`config.mk`:
```
export PLATFORM = sky130hd
export DESIGN_NAME = lcd_text_driver
export DESIGN_NICKNAME = d
export VERILOG_FILES = /design/src/rtl/lcd_text_driver.sv
export SDC_FILE = /design/constraint.sdc
export NUM_CORES = 1
export LEC_CHECK = 0
export BUFFER_PORTS_ARGS = -buffer_cell sky130_fd_sc_hd__buf_2
export CAP_MARGIN = 20
export CORE_MARGIN = 2
export CORE_UTILIZATION = 60
export DETAILED_ROUTE_END_ITERATION = 7
export HOLD_SLACK_MARGIN = 0.05
export PLACE_DENSITY = 0.9
export SLEW_MARGIN = 20
export SYNTH_ARGS = -nofsm -noshare
export SYNTH_HDL_FRONTEND = slang
export SYNTH_SLANG_ARGS = --single-unit
```
`constraint.sdc`:
```
create_clock -name clk -period 26.1 [get_ports clk]
set_input_delay 3.915 -clock clk [delete_from_list [all_inputs] [get_ports clk]]
set_output_delay 3.915 -clock clk [all_outputs]
set_load 0.02 [all_outputs]
```
`src/rtl/lcd_text_driver.sv`:
```
// HD44780-compatible 2x16 text driver over the 4-bit write-only bus.
// Runs the power-up init sequence once, then refreshes both lines continuously from a per-frame snapshot.
module lcd_text_driver #(
   parameter int unsigned PWRUP_CYC     = 2_000_000,
   parameter int unsigned INIT_WAIT_CYC = 500_000,
   parameter int unsigned SETUP_CYC     = 5,
   parameter int unsigned E_CYC         = 25,
   parameter int unsigned CMD_CYC       = 5_000,
   parameter int unsigned CLEAR_CYC     = 200_000
) (
   input  logic         clk,
   input  logic         reset,
   input  logic [127:0] row_A,
   input  logic [127:0] row_B,
   output logic         ready,
   output logic         frame_done,
   output logic         LCD_E,
   output logic         LCD_RS,
   output logic         LCD_RW,
   output logic [3:0]   LCD_D
);

   typedef enum logic [2:0] {
      T_PWRUP, T_INIT, T_CFG, T_L1_ADDR, T_L1_CHR, T_L2_ADDR, T_L2_CHR
   } top_t;

   typedef enum logic [2:0] {
      N_IDLE, N_SETUP, N_PULSE, N_HOLD, N_WAIT
   } nib_t;

   top_t          top_st, top_nxt;
   nib_t          nib_st, nib_nxt;
   logic [31:0]   cnt, cnt_nxt;
   logic [1:0]    step, step_nxt;
   logic [3:0]    idx, idx_nxt;
   logic          lo_q, lo_nxt;
   logic          is_byte_q, is_byte_nxt;
   logic          ready_nxt, fd_nxt, e_nxt, rs_nxt;
   logic [3:0]    d_nxt;
   logic          load, done, snap_en;

   logic [7:0]    req_byte;
   logic          req_rs, req_is_byte;
   logic [31:0]   req_gap;

   logic [7:0]    byte_q;
   logic [31:0]   gap_q;
   logic [127:0]  snap_a, snap_b;

   // Character i of a line; char 0 sits in the top byte.
   function automatic logic [7:0] char_at(input logic [127:0] line, input logic [3:0] i);
      logic [6:0] lsb;
      lsb = {~i, 3'b000};
      return line[lsb +: 8];
   endfunction

   assign LCD_RW = 1'b0;

   // Transfer requested by the current top-level state
   always_comb begin
      req_byte    = 8'h00;
      req_rs      = 1'b0;
      req_is_byte = 1'b1;
      case (top_st)
         T_INIT: begin
            req_is_byte = 1'b0;
            req_byte    = (step == 2'd3) ? 8'h20 : 8'h30;
         end
         T_CFG: begin
            case (step)
               2'd0:    req_byte = 8'h28;
               2'd1:    req_byte = 8'h0C;
               2'd2:    req_byte = 8'h06;
               default: req_byte = 8'h01;
            endcase
         end
         T_L1_ADDR: req_byte = 8'h80;
         T_L1_CHR: begin
            req_byte = char_at(snap_a, idx);
            req_rs   = 1'b1;
         end
         T_L2_ADDR: req_byte = 8'hC0;
         T_L2_CHR: begin
            req_byte = char_at(snap_b, idx);
            req_rs   = 1'b1;
         end
         default: req_byte = 8'h00;
      endcase
      if (!req_is_byte)
         req_gap = (step == 2'd0) ? INIT_WAIT_CYC : CMD_CYC;
      else
         req_gap = (req_byte == 8'h01) ? CLEAR_CYC : CMD_CYC;
   end

   // Nibble engine and top sequencer next-state
   always_comb begin
      nib_nxt     = nib_st;
      top_nxt     = top_st;
      cnt_nxt     = cnt;
      step_nxt    = step;
      idx_nxt     = idx;
      lo_nxt      = lo_q;
      is_byte_nxt = is_byte_q;
      ready_nxt   = ready;
      fd_nxt      = 1'b0;
      rs_nxt      = LCD_RS;
      d_nxt       = LCD_D;
      load        = 1'b0;
      done        = 1'b0;

      case (nib_st)
         N_IDLE: begin
            if (top_st != T_PWRUP) begin
               load        = 1'b1;
               nib_nxt     = N_SETUP;
               cnt_nxt     = SETUP_CYC - 1;
               lo_nxt      = 1'b0;
               is_byte_nxt = req_is_byte;
               rs_nxt      = req_rs;
               d_nxt       = req_byte[7:4];
            end
         end
         N_SETUP: begin
            if (cnt == '0) begin
               nib_nxt = N_PULSE;
               cnt_nxt = E_CYC - 1;
            end else cnt_nxt = cnt - 32'd1;
         end
         N_PULSE: begin
            if (cnt == '0) begin
               nib_nxt = N_HOLD;
               cnt_nxt = SETUP_CYC - 1;
            end else cnt_nxt = cnt - 32'd1;
         end
         N_HOLD: begin
            if (cnt == '0) begin
               // High nibble of a byte has no gap: straight into the low nibble's setup.
               if (is_byte_q && !lo_q) begin
                  nib_nxt = N_SETUP;
                  cnt_nxt = SETUP_CYC - 1;
                  lo_nxt  = 1'b1;
                  d_nxt   = byte_q[3:0];
               end else begin
                  nib_nxt = N_WAIT;
                  cnt_nxt = gap_q - 32'd1;
               end
            end else cnt_nxt = cnt - 32'd1;
         end
         N_WAIT: begin
            if (cnt == '0) begin
               nib_nxt = N_IDLE;
               done    = 1'b1;
            end else cnt_nxt = cnt - 32'd1;
         end
         default: nib_nxt = N_IDLE;
      endcase

      case (top_st)
         T_PWRUP: begin
            if (cnt == PWRUP_CYC - 1) begin
               top_nxt = T_INIT;
               cnt_nxt = '0;
            end else cnt_nxt = cnt + 32'd1;
         end
         T_INIT: begin
            if (done) begin
               step_nxt = step + 2'd1;
               if (step == 2'd3) top_nxt = T_CFG;
            end
         end
         T_CFG: begin
            if (done) begin
               step_nxt = step + 2'd1;
               if (step == 2'd3) begin
                  top_nxt   = T_L1_ADDR;
                  ready_nxt = 1'b1;
               end
            end
         end
         T_L1_ADDR: if (done) top_nxt = T_L1_CHR;
         T_L1_CHR: begin
            if (done) begin
               idx_nxt = idx + 4'd1;
               if (idx == 4'd15) top_nxt = T_L2_ADDR;
            end
         end
         T_L2_ADDR: if (done) top_nxt = T_L2_CHR;
         T_L2_CHR: begin
            if (done) begin
               idx_nxt = idx + 4'd1;
               if (idx == 4'd15) begin
                  top_nxt = T_L1_ADDR;
                  fd_nxt  = 1'b1;
               end
            end
         end
         default: top_nxt = T_PWRUP;
      endcase

      e_nxt   = (nib_nxt == N_PULSE);
      snap_en = (top_nxt == T_L1_ADDR) && (top_st != T_L1_ADDR);
   end

   // Control and pin registers
   always_ff @(posedge clk) begin
      if (reset) begin
         top_st     <= T_PWRUP;
         nib_st     <= N_IDLE;
         cnt        <= '0;
         step       <= '0;
         idx        <= '0;
         lo_q       <= 1'b0;
         is_byte_q  <= 1'b0;
         ready      <= 1'b0;
         frame_done <= 1'b0;
         LCD_E      <= 1'b0;
         LCD_RS     <= 1'b0;
         LCD_D      <= '0;
      end else begin
         top_st     <= top_nxt;
         nib_st     <= nib_nxt;
         cnt        <= cnt_nxt;
         step       <= step_nxt;
         idx        <= idx_nxt;
         lo_q       <= lo_nxt;
         is_byte_q  <= is_byte_nxt;
         ready      <= ready_nxt;
         frame_done <= fd_nxt;
         LCD_E      <= e_nxt;
         LCD_RS     <= rs_nxt;
         LCD_D      <= d_nxt;
      end
   end

   // Datapath registers: only meaningful once loaded, so no reset
   always_ff @(posedge clk) begin
      if (load) begin
         byte_q <= req_byte;
         gap_q  <= req_gap;
      end
      if (snap_en) begin
         snap_a <= row_A;
         snap_b <= row_B;
      end
   end

endmodule

```
==> impl_metrics.ini <==
[outcome]
status = finished, final reports clean

[cts]
clk_latency_ns = 0.57
cts_buffer_depth = 3
cts_sinks = 318
cts_hold_buffers = 0
clk_pin_slew_ns = 0.07
cts_resized = 0
cts_buffers = 31
h-tree-depth = 1
root_buffer = clkbuf_16
cts_tree = done
postCtsSetupRepairBufs = 0

[critical_path]
cp_max_fo = 2
endpoint = LCD_D[0]
worst-path-stages = 1
path_buf_inv = 1
cp-start-kind = flop
r2r_slack_ns = 21.06
slowest_delay_ns = 0.43
rr_endpoint = snap_b[27]$_DFFE_PP_
reg2regPathDepth = 9
slowest_stage = dfxtp_1
cp-end-kind = output pin
startpoint = LCD_D[0]$_SDFFE_PP0P_
cp_top_family = flip-flops
arrival_ns = 1.20
required_ns = 22.18
cp_cell_sequence = buf_2
path_class = flop to output pin
timing.rr.start = cnt[11]$_SDFFE_PP0P_

[routing]
dr.pass1.iters = 8
avgRoutedWirePerCell_microns = 24.2
drt_iter0_drc = 1224
route.detailed.drc = 0
ant_nets = 0
wirelength_microns = 40600
viasPerCell = 6.39
vias = 10720

[finish]
area_delta_synth_final_pct = 17.4
nets = 1591
fin_util_pct = 72.3
drive_gt1_share_pct = 29.6

[sta]
fin_crit_sh_pct = 19.6
slew_headroom_pct = 29.9
tns_ns = 0
period_minus_slack_ns = 5.12
slew_violations = 0
tightest_slew_ns = 1.05
setup_viol = 0
hold_violations = 0
fin_worst_skew_ns = 0.0161
rsz0062_at_grt = false
fmax_mhz = 195

[yosys]
yosysWarnings = 0
synth_area_leaders = edfxtp_1, mux4_2, dfxtp_1
synthCells = 1090
syn_nets = 1358
netlist_area_sq_um = 14500
yosysTopAreaCellShare_pct = 54.5
seq_area_frac_synth_pct = 61.9
ys_ff_latch = 318
async_flop_share_pct = 0
synth_ff_type = edfxtp_1
synth_commonest_cells = edfxtp_1, nand2_1, dfxtp_1
synth_edf_count = 264
synth.avg_cell_area_sq_um = 13.3
post-synth-top-count-cell = edfxtp_1
synth_cell_types = 79
synth_top_area_cell = edfxtp_1

[place]
hpwlAfterDp_microns = 27400
place_congestion = 0.933
portBuffers = 265

[floorplan]
die_h_microns = 160
die_x_microns = 160
core_area_sq_um = 23600
io_pins = 267
rows = 56
die_area_sq_um = 25500
initial_core_util_pct = 61.6

[global_route]
grt_max_degree = 92
grt_overflow_total = 0
grt_pass1_vias = 10850
grtUsageTotal_pct = 31.3
grt_antenna_before_repair = 11
grt_pass1_wl_microns = 61300

[worst_hold_path]
hp-class = flop to flop

[power_and_ir_drop]
power-per-cell-area_nw_per_um2 = 61.2
ir_drop_uv = 75.2
p_leak_nw = 6.04

[run]
maxCapViolations = 0
==> how the worst min path moves through the flow <==
stage                                      start                      to  slack (ns)  cells past startpoint
after floorplan           is_byte_q$_SDFFE_PP0P_  is_byte_q$_SDFFE_PP0P_        0.44                      2
after global placement    is_byte_q$_SDFFE_PP0P_  is_byte_q$_SDFFE_PP0P_        0.45                      2
after detailed placement  is_byte_q$_SDFFE_PP0P_  is_byte_q$_SDFFE_PP0P_        0.47                      2
after CTS                   cnt[31]$_SDFFE_PP0P_    cnt[31]$_SDFFE_PP0P_        0.49                      2
after global routing      is_byte_q$_SDFFE_PP0P_  is_byte_q$_SDFFE_PP0P_        0.52                      2
final                       cnt[31]$_SDFFE_PP0P_    cnt[31]$_SDFFE_PP0P_        0.50                      2
==> kinds of logic after synthesis <==
family	count (synthesis)	share of synthesized area, %
and+or+nand+nor	323	11.6
DFF	318	61.9
AOI/OAI and AO/OA	213	9.96
buffers and inverters	105	3.20
muxes	84	10.3
xor gates and xnor gates	36	2.17
adders and majority gates	10	0.860
other	1	0.0258
==> cell type report <==
cell class / count / area (sq um)
Antenna cell: 11 / 27.5
Clock buffer: 37 / 798
Clock inverter: 21 / 211
Fill cell: 1483 / 6530
Inverter: 26 / 97.6
Multi-Input combinational cell: 667 / 5080
Sequential cell: 318 / 9010
Tap cell: 319 / 399
Timing Repair Buffer: 279 / 1450
==> per-stage QoR <==
| step | total power, mW | hold slack [ns] | std cells | cell area [sq um] | setup slack [ns] |
|---|---|---|---|---|---|
| finish | 1.04 | 0.498 | 1678 | 17100 | 20.98 |
| global route | 1.07 | 0.524 | 1676 | 17100 | 20.73 |
| CTS | 1.05 | 0.495 | 1666 | 17000 | 20.95 |
| detailed placement | 0.604 | 0.467 | 1608 | 16000 | 20.63 |
| global placement | 0.603 | 0.449 | 1608 | 16000 | 20.68 |
| floorplan | 0.579 | 0.440 | 1090 | 14500 | 17.30 |
==> placed cells by master, fill, tap and decap left out, types with 5 or more instances in the layout <==
master,instances
or3_1,12
mux2i_1,32
xnor2_1,24
buf_2,265
nand3_1,29
o32ai_1,9
a21oi_1,53
diode_2,11
edfxtp_1,264
nand4_1,18
dfxtp_1,52
nand2_1,92
a211oi_1,11
clkinv_1,11
and2_1,9
nor3_1,36
o22ai_1,14
o21ai_0,39
mux4_2,52
clkbuf_1,6
a31oi_1,14
nor2_1,52
xor2_1,12
inv_1,23
buf_4,13
or2_2,5
a22oi_1,15
nor3b_1,6
ha_1,10
and3_1,10
clkbuf_16,31
nor4_1,11
nor2b_1,13
==> sequential cells by signal, indices dropped and copies added, names as in the netlist <==
name / flops
frame_done: 1
cnt: 32
nib_st: 3
LCD_D: 4
snap_b: 128
lo_q: 1
idx: 4
snap_a: 128
LCD_RS: 1
top_st: 3
LCD_E: 1
is_byte_q: 1
ready: 1
step: 2
byte_q: 4
gap_q: 4
==> per-layer routing <==
metal / global-route usage [%] / share of wire, %
met5: 0 / 0.10
met4: 14.8 / 4.9
met1: 37.9 / 35
met3: 5.64 / 8.7
met2: 54.5 / 51
==> power by group <==
group	switching, mW	internal, mW
combinational	0.0236	0.0215
sequential	0.000895	0.549
clock	0.192	0.258
total	0.217	0.828
Power figures use the tool's default switching activity.
